[config.mk]
export PLATFORM = sky130hd
export DESIGN_NAME = cic_out_quant
export DESIGN_NICKNAME = d
export VERILOG_FILES = /design/src/rtl/cic_out_quant.sv
export SDC_FILE = /design/constraint.sdc
export NUM_CORES = 1
export LEC_CHECK = 0
export ABC_AREA = 1
export CAP_MARGIN = 25
export CORE_ASPECT_RATIO = 1.4
export CORE_MARGIN = 4
export CORE_UTILIZATION = 33
export CTS_BUF_LIST = sky130_fd_sc_hd__clkbuf_16
export DETAILED_ROUTE_END_ITERATION = 6
export GPL_TIMING_DRIVEN = 1
export PLACE_DENSITY_LB_ADDON = 0.1
export SLEW_MARGIN = 20
export SYNTH_ARGS = -nofsm -noshare
export SYNTH_HDL_FRONTEND = slang
export SYNTH_SLANG_ARGS = --single-unit
[constraint.sdc]
create_clock -name clk -period 4.9 [get_ports clk]
set_input_delay 0.98 -clock clk [delete_from_list [all_inputs] [get_ports clk]]
set_output_delay 0.98 -clock clk [all_outputs]
set_load 0.02 [all_outputs]
[src/rtl/cic_out_quant.sv]
// Output quantizer for the CIC interpolator: rounded arithmetic right shift, saturation to the
// DAC word width, per-sample clip flag, and host-visible clip counter and peak-magnitude register.
module cic_out_quant #(
    parameter int unsigned Win  = 38,
    parameter int unsigned Wout = 16,
    parameter int unsigned Wsh  = 6
) (
    input  logic                   clk,
    input  logic                   rst,
    input  logic signed [Win-1:0]  i_data,
    input  logic                   val_in,
    input  logic        [Wsh-1:0]  shift,
    input  logic                   clr_stat,
    output logic signed [Wout-1:0] o_data,
    output logic                   val_out,
    output logic                   sat_flag,
    output logic        [15:0]     sat_count,
    output logic        [Wout-1:0] peak
);

    localparam logic signed [Win:0] MaxV = {{(Win - Wout + 2){1'b0}}, {(Wout - 1){1'b1}}};
    localparam logic signed [Win:0] MinV = {{(Win - Wout + 2){1'b1}}, {(Wout - 1){1'b0}}};

    int unsigned          s_eff;
    logic signed [Win:0]  ext, rnd, sum, s1_d, s1_q;
    logic                 v1_q;
    logic signed [Wout-1:0] s2_d, s2_q;
    logic                 f2_d, f2_q, v2_q;
    logic [Wout-1:0]      s2_u, mag;
    logic signed [Wout-1:0] o_data_q;
    logic                 val_out_q, sat_flag_q;
    logic [15:0]          sat_count_d, sat_count_q;
    logic [Wout-1:0]      peak_d, peak_q;

    // Stage 1: the extra bit of headroom keeps the rounding add from wrapping.
    always_comb begin
        s_eff = (32'(shift) > Win - 1) ? Win - 1 : 32'(shift);
        ext   = {i_data[Win-1], i_data};
        rnd   = '0;
        if (s_eff != 0) begin
            rnd = (Win + 1)'(1) << (s_eff - 1);
        end
        sum  = ext + rnd;
        s1_d = sum >>> s_eff;
    end

    always_comb begin
        s2_d = s1_q[Wout-1:0];
        f2_d = 1'b0;
        if (s1_q > MaxV) begin
            s2_d = MaxV[Wout-1:0];
            f2_d = 1'b1;
        end else if (s1_q < MinV) begin
            s2_d = MinV[Wout-1:0];
            f2_d = 1'b1;
        end
    end

    // Unsigned magnitude so that the most negative code maps to 2^(Wout-1).
    always_comb begin
        s2_u = s2_q;
        mag  = s2_u[Wout-1] ? (~s2_u) + 1'b1 : s2_u;
    end

    always_comb begin
        sat_count_d = sat_count_q;
        peak_d      = peak_q;
        if (clr_stat) begin
            sat_count_d = '0;
            peak_d      = '0;
        end else if (v2_q) begin
            if (f2_q && sat_count_q != 16'hFFFF) begin
                sat_count_d = sat_count_q + 16'd1;
            end
            if (mag > peak_q) begin
                peak_d = mag;
            end
        end
    end

    always_ff @(posedge clk) begin
        if (!rst) begin
            s1_q        <= '0;
            v1_q        <= 1'b0;
            s2_q        <= '0;
            f2_q        <= 1'b0;
            v2_q        <= 1'b0;
            o_data_q    <= '0;
            val_out_q   <= 1'b0;
            sat_flag_q  <= 1'b0;
            sat_count_q <= '0;
            peak_q      <= '0;
        end else begin
            v1_q        <= val_in;
            v2_q        <= v1_q;
            val_out_q   <= v2_q;
            sat_count_q <= sat_count_d;
            peak_q      <= peak_d;
            if (val_in) begin
                s1_q <= s1_d;
            end
            if (v1_q) begin
                s2_q <= s2_d;
                f2_q <= f2_d;
            end
            if (v2_q) begin
                o_data_q   <= s2_q;
                sat_flag_q <= f2_q;
            end
        end
    end

    assign o_data    = o_data_q;
    assign val_out   = val_out_q;
    assign sat_flag  = sat_flag_q;
    assign sat_count = sat_count_q;
    assign peak      = peak_q;

endmodule
==> impl_metrics.ini, run 1 <==
[logic_synthesis]
syn-instance-count = 1717
ys.flop_type = dfxtp_1
synth_edf_count = 0
synth_top_area_share_pct = 21.4
synthXorXnorAreaFrac_pct = 2.17
seq_area_frac_synth_pct = 21.4
netlist_area_um2 = 10100
yosys.area_share.simple_pct = 43.6
ys_seq_elements = 108
async_reset_ff_share_pct = 0
yosys_warnings = 0
synth_nets = 1824
synth.area.mux_share_pct = 0.0991
synth_compound_area_share_pct = 16.2
synth_top_family_by_area = simple AND/OR/NAND/NOR gates
synthAdderAreaFrac_pct = 7.38
syn_area_per_cell_um2 = 5.88
synthDistinctLibCells = 51
synth_top_cells_by_area = dfxtp_1 (21%), nand2_1 (16%), nand3_1 (14%)
yosys.area.top_type = dfxtp_1

[min_path]
whs_endpoint = sat_count[15]
hold_depth = 2
hold_class = reg2reg
min_from = sat_count[15]

[setup_path]
path_max_fanout = 6
worstReg2RegEnd = peak[11]
crit_top_cell = buf_4
cp-end-kind = flip-flop
critPathKind = in2reg
start_kind = primary input
ff2ff_path_depth = 20
cp_slowest_stage_delay_ns = 0.35
startpoint = shift[5]
rrSetupSlack_ns = 1.13
crit_arrival_ns = 4.94
crit_required_ns = 5.14
crit_path_top_delay_cell = ha_1
critical_path.reg2reg.startpoint = s2_q[0]

[routing]
drc_errors = 0
vias_per_cell = 5.26
vias = 12723
route.detailed.wl_per_inst_um = 17.8
dr.pass1.iters = 5
wl_mm = 43.2
ant_nets = 0
drt_iter0_markers = 590

[sta]
skew_ns = 0.00809
setup-tns-final_ns = 0
setup_viol = 0
worst_pin_slew_ns = 1.00
min_period_over_period_pct = 95.9
maxSlewViolCount = 0
slew_headroom_pct = 33.1
finalHoldViolCount = 0
min_period_ns = 4.70
fmax_ghz = 0.213

[cts]
clkTransAtPathRegs_ns = 0.07
cts_max_path_buffers = 2
hold_buffers = 0
cts_tree = built
htreeDepth = 3
cts_made_buffers = 9
clk_latency_ns = 0.35
root_buffer = clkbuf_16
cts.sinks = 108

[status]
status = completed

[layout]
n_antenna_cell = 0
post-route-util_pct = 52.8
area_delta_synth_final_pct = 57.6
final_common_cell = nand2_1
layout-drive-gt1-share_pct = 35.2
final_cell_mix = nand2_1 (333), buf_4 (248), nand3_1 (159), inv_1 (157), nor2_1 (123)
nets = 2140

[placed_design]
place_congestion = 0.988
io_buffers = 97
hpwl_mm = 35.1

[floorplanning]
die-area_um2 = 33500
core_um2 = 30100
ios = 98
die_width_um = 156
start_util_pct = 33.5
die_h_um = 215
rows = 75

[pwr]
finalPower_mw = 2.92
peakVddDrop_v = 0.000166
power_density_nw_per_um2 = 184
total_leakage_power_nw = 6.95

[global_route]
grt_pass1_wl_mm = 65.8
grt_use_total_pct = 24.7
grt_pass1_vias = 12603
grt.overflow.total = 0
grt_max_degree = 57
antenna_found_initial = 0

[flow_run]
drv_cap = 0
==> per-stage QoR <==
step	setup WS (ns)	instance area (um^2)	hold slack, ns	instances
after global placement	-0.983	13100	0.446	2368
after floorplan	0.0276	10100	0.458	1717
final	0.199	15900	0.463	2421
after detailed placement	-1.01	13100	0.456	2368
after global routing	-0.0491	15900	0.478	2421
after CTS	-0.00669	14600	0.467	2402
==> worst max-delay path by stage <==
| stage | end | slack, ns | depth (start not counted) |
|---|---|---|---|
| after detailed placement | s1_q[5] | -1.01 | 29 |
| after global placement | s1_q[5] | -0.98 | 29 |
| after CTS | s1_q[5] | -0.007 | 30 |
| after floorplan | s1_q[32] | 0.03 | 33 |
| final | s1_q[9] | 0.20 | 29 |
| after global routing | s1_q[29] | -0.05 | 30 |
==> critical path: cells and delay by family <==
family	cells	cell delay, ns
AO/OA/AOI/OAI	5	0.89
XOR/XNOR	1	0.14
buffers and inverters	9	1.48
adder cells (fa/ha/maj)	1	0.35
AND/OR/NAND/NOR	13	1.08
==> repair_timing <==
item | 4_1_cts | 5_1_grt
pin swaps | 59 | 124
resized for setup | 254 | 287
hold endpoints to repair | 0 | 0
setup buffers | 20 | 19
setup endpoints to repair | 38 | 38
==> cell families (layout without fill, tap and decap cells) <==
family | Yosys count | after routing
xor gates and xnor gates | 25 | 25
muxes | 1 | 1
buffers and inverters | 237 | 556
DFF | 108 | 108
adders and majority gates | 59 | 59
and+or+nand+nor | 996 | 996
AOI/OAI and AO/OA | 291 | 291
==> cell usage after synthesis (4+ instances only) <==
master / n
dfxtp_1: 108
a21oi_1: 135
xor2_1: 17
nor4_1: 14
nor2_2: 5
nor3_1: 21
nand2_2: 7
nand3b_1: 14
xnor2_1: 8
buf_2: 8
a211oi_1: 5
o21ai_0: 94
o221ai_1: 17
ha_1: 58
nand3_1: 288
or2_2: 4
inv_2: 4
nand2_4: 6
nor2_1: 184
inv_1: 169
nand4_1: 23
o21bai_1: 4
buf_1: 8
a31oi_1: 17
clkbuf_1: 42
nand2_1: 420
==> metal layers <==
layer  track usage (%)  part of all wire, %  routed length, um
met5                 0                    0                  0
met4              15.8                  6.9               2980
met3              1.99                  2.5               1070
met2              47.3                   54              23200
met1              25.0                   37              15900
==> cell type report <==
class                      instances  area (um^2)
fill                            3052        14200
multi-input combinational       1372         9180
timing repair buffer             366         3130
sequential                       108         2160
inverter                         176          683
tap                              385          482
clock buffer                       9          225
clock inverter                     5         55.1
==> power by group <==
group | leakage [nW] | internal [mW] | switching, mW
clock | 0.139 | 0.390 | 0.325
sequential | 0.885 | 0.926 | 0.0385
combinational | 5.93 | 0.503 | 0.741
total | 6.95 | 1.82 | 1.10
==> sequential cells by signal (all words and copies together) (netlist names) <==
register and flops:
s1_q 39, o_data 16, peak 16, s2_q 16
sat_count 16, f2_q 1, sat_flag 1, v1_q 1
v2_q 1, val_out 1
(Power assumes the default switching activity.)
==> run 2, diff against run 1 <==
--- a/config.mk
+++ b/config.mk
@@ -8,13 +8,12 @@
 export ABC_AREA = 1
 export CAP_MARGIN = 25
 export CORE_ASPECT_RATIO = 1.4
-export CORE_MARGIN = 4
+export CORE_MARGIN = 10
 export CORE_UTILIZATION = 33
 export CTS_BUF_LIST = sky130_fd_sc_hd__clkbuf_16
 export DETAILED_ROUTE_END_ITERATION = 6
 export GPL_TIMING_DRIVEN = 1
-export PLACE_DENSITY_LB_ADDON = 0.1
-export SLEW_MARGIN = 20
+export PLACE_DENSITY = 0.62
 export SYNTH_ARGS = -nofsm -noshare
 export SYNTH_HDL_FRONTEND = slang
 export SYNTH_SLANG_ARGS = --single-unit
==> run 2 against run 1 <==
  * Combinational power down 8%
  * Wire length decreased by 2.2%
  * Global-route usage decreased by 3.6 points
  * Fmax is 0.50% higher
  * Sequential share of layout area rose by 0.89 points
  * Final cell count decreased by 1.2%
==> impl_metrics.ini, run 2 (synthesis results as in run 1) <==
[floorplanning]
die_h_um = 227
start_util_pct = 33.5
die-area_um2 = 38100
core_um2 = 30100
rows = 75
ios = 98
die_width_um = 168

[layout]
largest_register_ffs = 39
final_cell_mix = nand2_1 (368), buf_4 (228), nand3_1 (198), inv_1 (159), nor2_1 (133)
nets = 2110
post-route-util_pct = 49.6
regMostFlops = s1_q
n_antenna_cell = 0
fill_cells = 3078
area_delta_synth_final_pct = 47.9
layout-drive-gt1-share_pct = 28.3
final_common_cell = nand2_1

[setup_path]
cp_slowest_stage_delay_ns = 0.39
crit_required_ns = 5.10
path_max_fanout = 4
crit_top_cell = nand3_2
ff2ff_path_depth = 20
crit_arrival_ns = 4.88
rrSetupSlack_ns = 0.93
worstReg2RegEnd = peak[4]
crit_path_top_delay_cell = fa_2
critPathKind = in2reg
start_kind = primary input
cp-end-kind = flip-flop
critical_path.reg2reg.startpoint = s2_q[0]

[cts]
hold_buffers = 0
clk_latency_ns = 0.35
htreeDepth = 3
cts_max_path_buffers = 2
cts.sinks = 108
root_buffer = clkbuf_16
cts_tree = built
cts_made_buffers = 9
clkTransAtPathRegs_ns = 0.08

[global_route]
grt_use_total_pct = 21.0
grt_pass1_vias = 12354
grt.overflow.total = 0
grt_pass1_wl_mm = 65.2
grt_max_degree = 57
antenna_found_initial = 0

[min_path]
min_from = sat_flag
hold_depth = 2
whs_endpoint = sat_flag
hold_class = reg2reg

[sta]
finalHoldViolCount = 0
holdWs_ns = 0.478
maxSlewViolCount = 0
setup_viol = 0
fmax_ghz = 0.214
skew_ns = 0.00866
worst_pin_slew_ns = 1.12
setup-tns-final_ns = 0
min_period_ns = 4.68
min_period_over_period_pct = 95.5
slew_headroom_pct = 25.0

[pwr]
finalPower_mw = 2.82
peakVddDrop_v = 0.000232
power_density_nw_per_um2 = 189
total_leakage_power_nw = 6.66

[routing]
drc_errors = 0
vias = 12585
vias_per_cell = 5.26
ant_nets = 0
route.detailed.wl_per_inst_um = 17.6
wl_mm = 42.2
drt_iter0_markers = 781
dr.pass1.iters = 5

[status]
status = completed

[placed_design]
io_buffers = 97
hpwl_mm = 34.7
place_congestion = 0.943

[flow_run]
drv_cap = 0
-- run 2: changes by cell type in the layout (fill, tap and decap cells not counted), sizes merged --
cell / before / now
buf: 269 / 239
bufinv: 1 / 0
clkbuf: 11 / 9
clkinv: 2 / 5
clkinvlp: 5 / 4
dlygate4sd2: 1 / 0
dlymetal6s2s: 3 / 6
inv: 173 / 174
-- run 2: what timing repair did --
action / CTS / global route
pin swaps: 18 / 76
gates resized for setup: 121 / 253
buffers inserted: 4 / 13
hold endpoints to repair: 0 / 0
setup endpoints to repair: 38 / 38
-- run 2: metal layers --
metal,wire length [um],part of all wire [%],track usage [%],vias up
met1,15900,38,21.4,5835
met3,1090,2.6,1.90,100
met5,0,0,0,-
met4,2770,6.6,12.8,0
li1,-,-,-,6359
met2,22500,53,40.6,291
-- run 2: cell type report --
type                            instances  area (um^2)  share of cell area [%]
Multi-Input combinational cell       1372         8470                    56.7
Timing Repair Buffer                  336         2860                    19.2
Sequential cell                       108         2160                    14.5
Inverter                              176          677                    4.53
Tap cell                              385          482                    3.22
Clock buffer                            9          225                    1.51
Clock inverter                          7         60.1                   0.402
-- run 2: stage by stage --
stage | worst slack [ns] | cell area [um^2] | std cells
3_3_place_gp | -0.848 | 13000 | 2359
5_1_grt | -0.0251 | 14900 | 2393
2_1_floorplan | 0.0276 | 10100 | 1717
6_report | 0.223 | 14900 | 2393
4_1_cts | -0.0163 | 13700 | 2380
3_5_place_dp | -0.852 | 13000 | 2360
-- run 2: critical path, delay by kind of cell --
kind / cells / cell delay (ns)
simple gates: 20 / 2.06
compound gates: 2 / 0.27
buf+inv: 6 / 0.68
fa+ha+maj: 3 / 0.88
-- run 2: worst max-delay path by stage --
| stage | start | end | slack (ns) | cells past startpoint |
|---|---|---|---|---|
| 3_3_place_gp | shift[4] | s1_q[19] | -0.85 | 29 |
| 4_1_cts | shift[3] | s1_q[32] | -0.02 | 29 |
| 6_report | shift[4] | s1_q[29] | 0.22 | 31 |
| 3_5_place_dp | shift[4] | s1_q[19] | -0.85 | 29 |
| 2_1_floorplan | shift[4] | s1_q[32] | 0.03 | 33 |
| 5_1_grt | shift[4] | s1_q[5] | -0.03 | 32 |
-- run 2: power breakdown --
| part | switching, mW | leakage [nW] | internal [mW] |
|---|---|---|---|
| sequential | 0.0403 | 0.885 | 0.926 |
| combinational | 0.691 | 5.64 | 0.453 |
| clock | 0.355 | 0.137 | 0.355 |
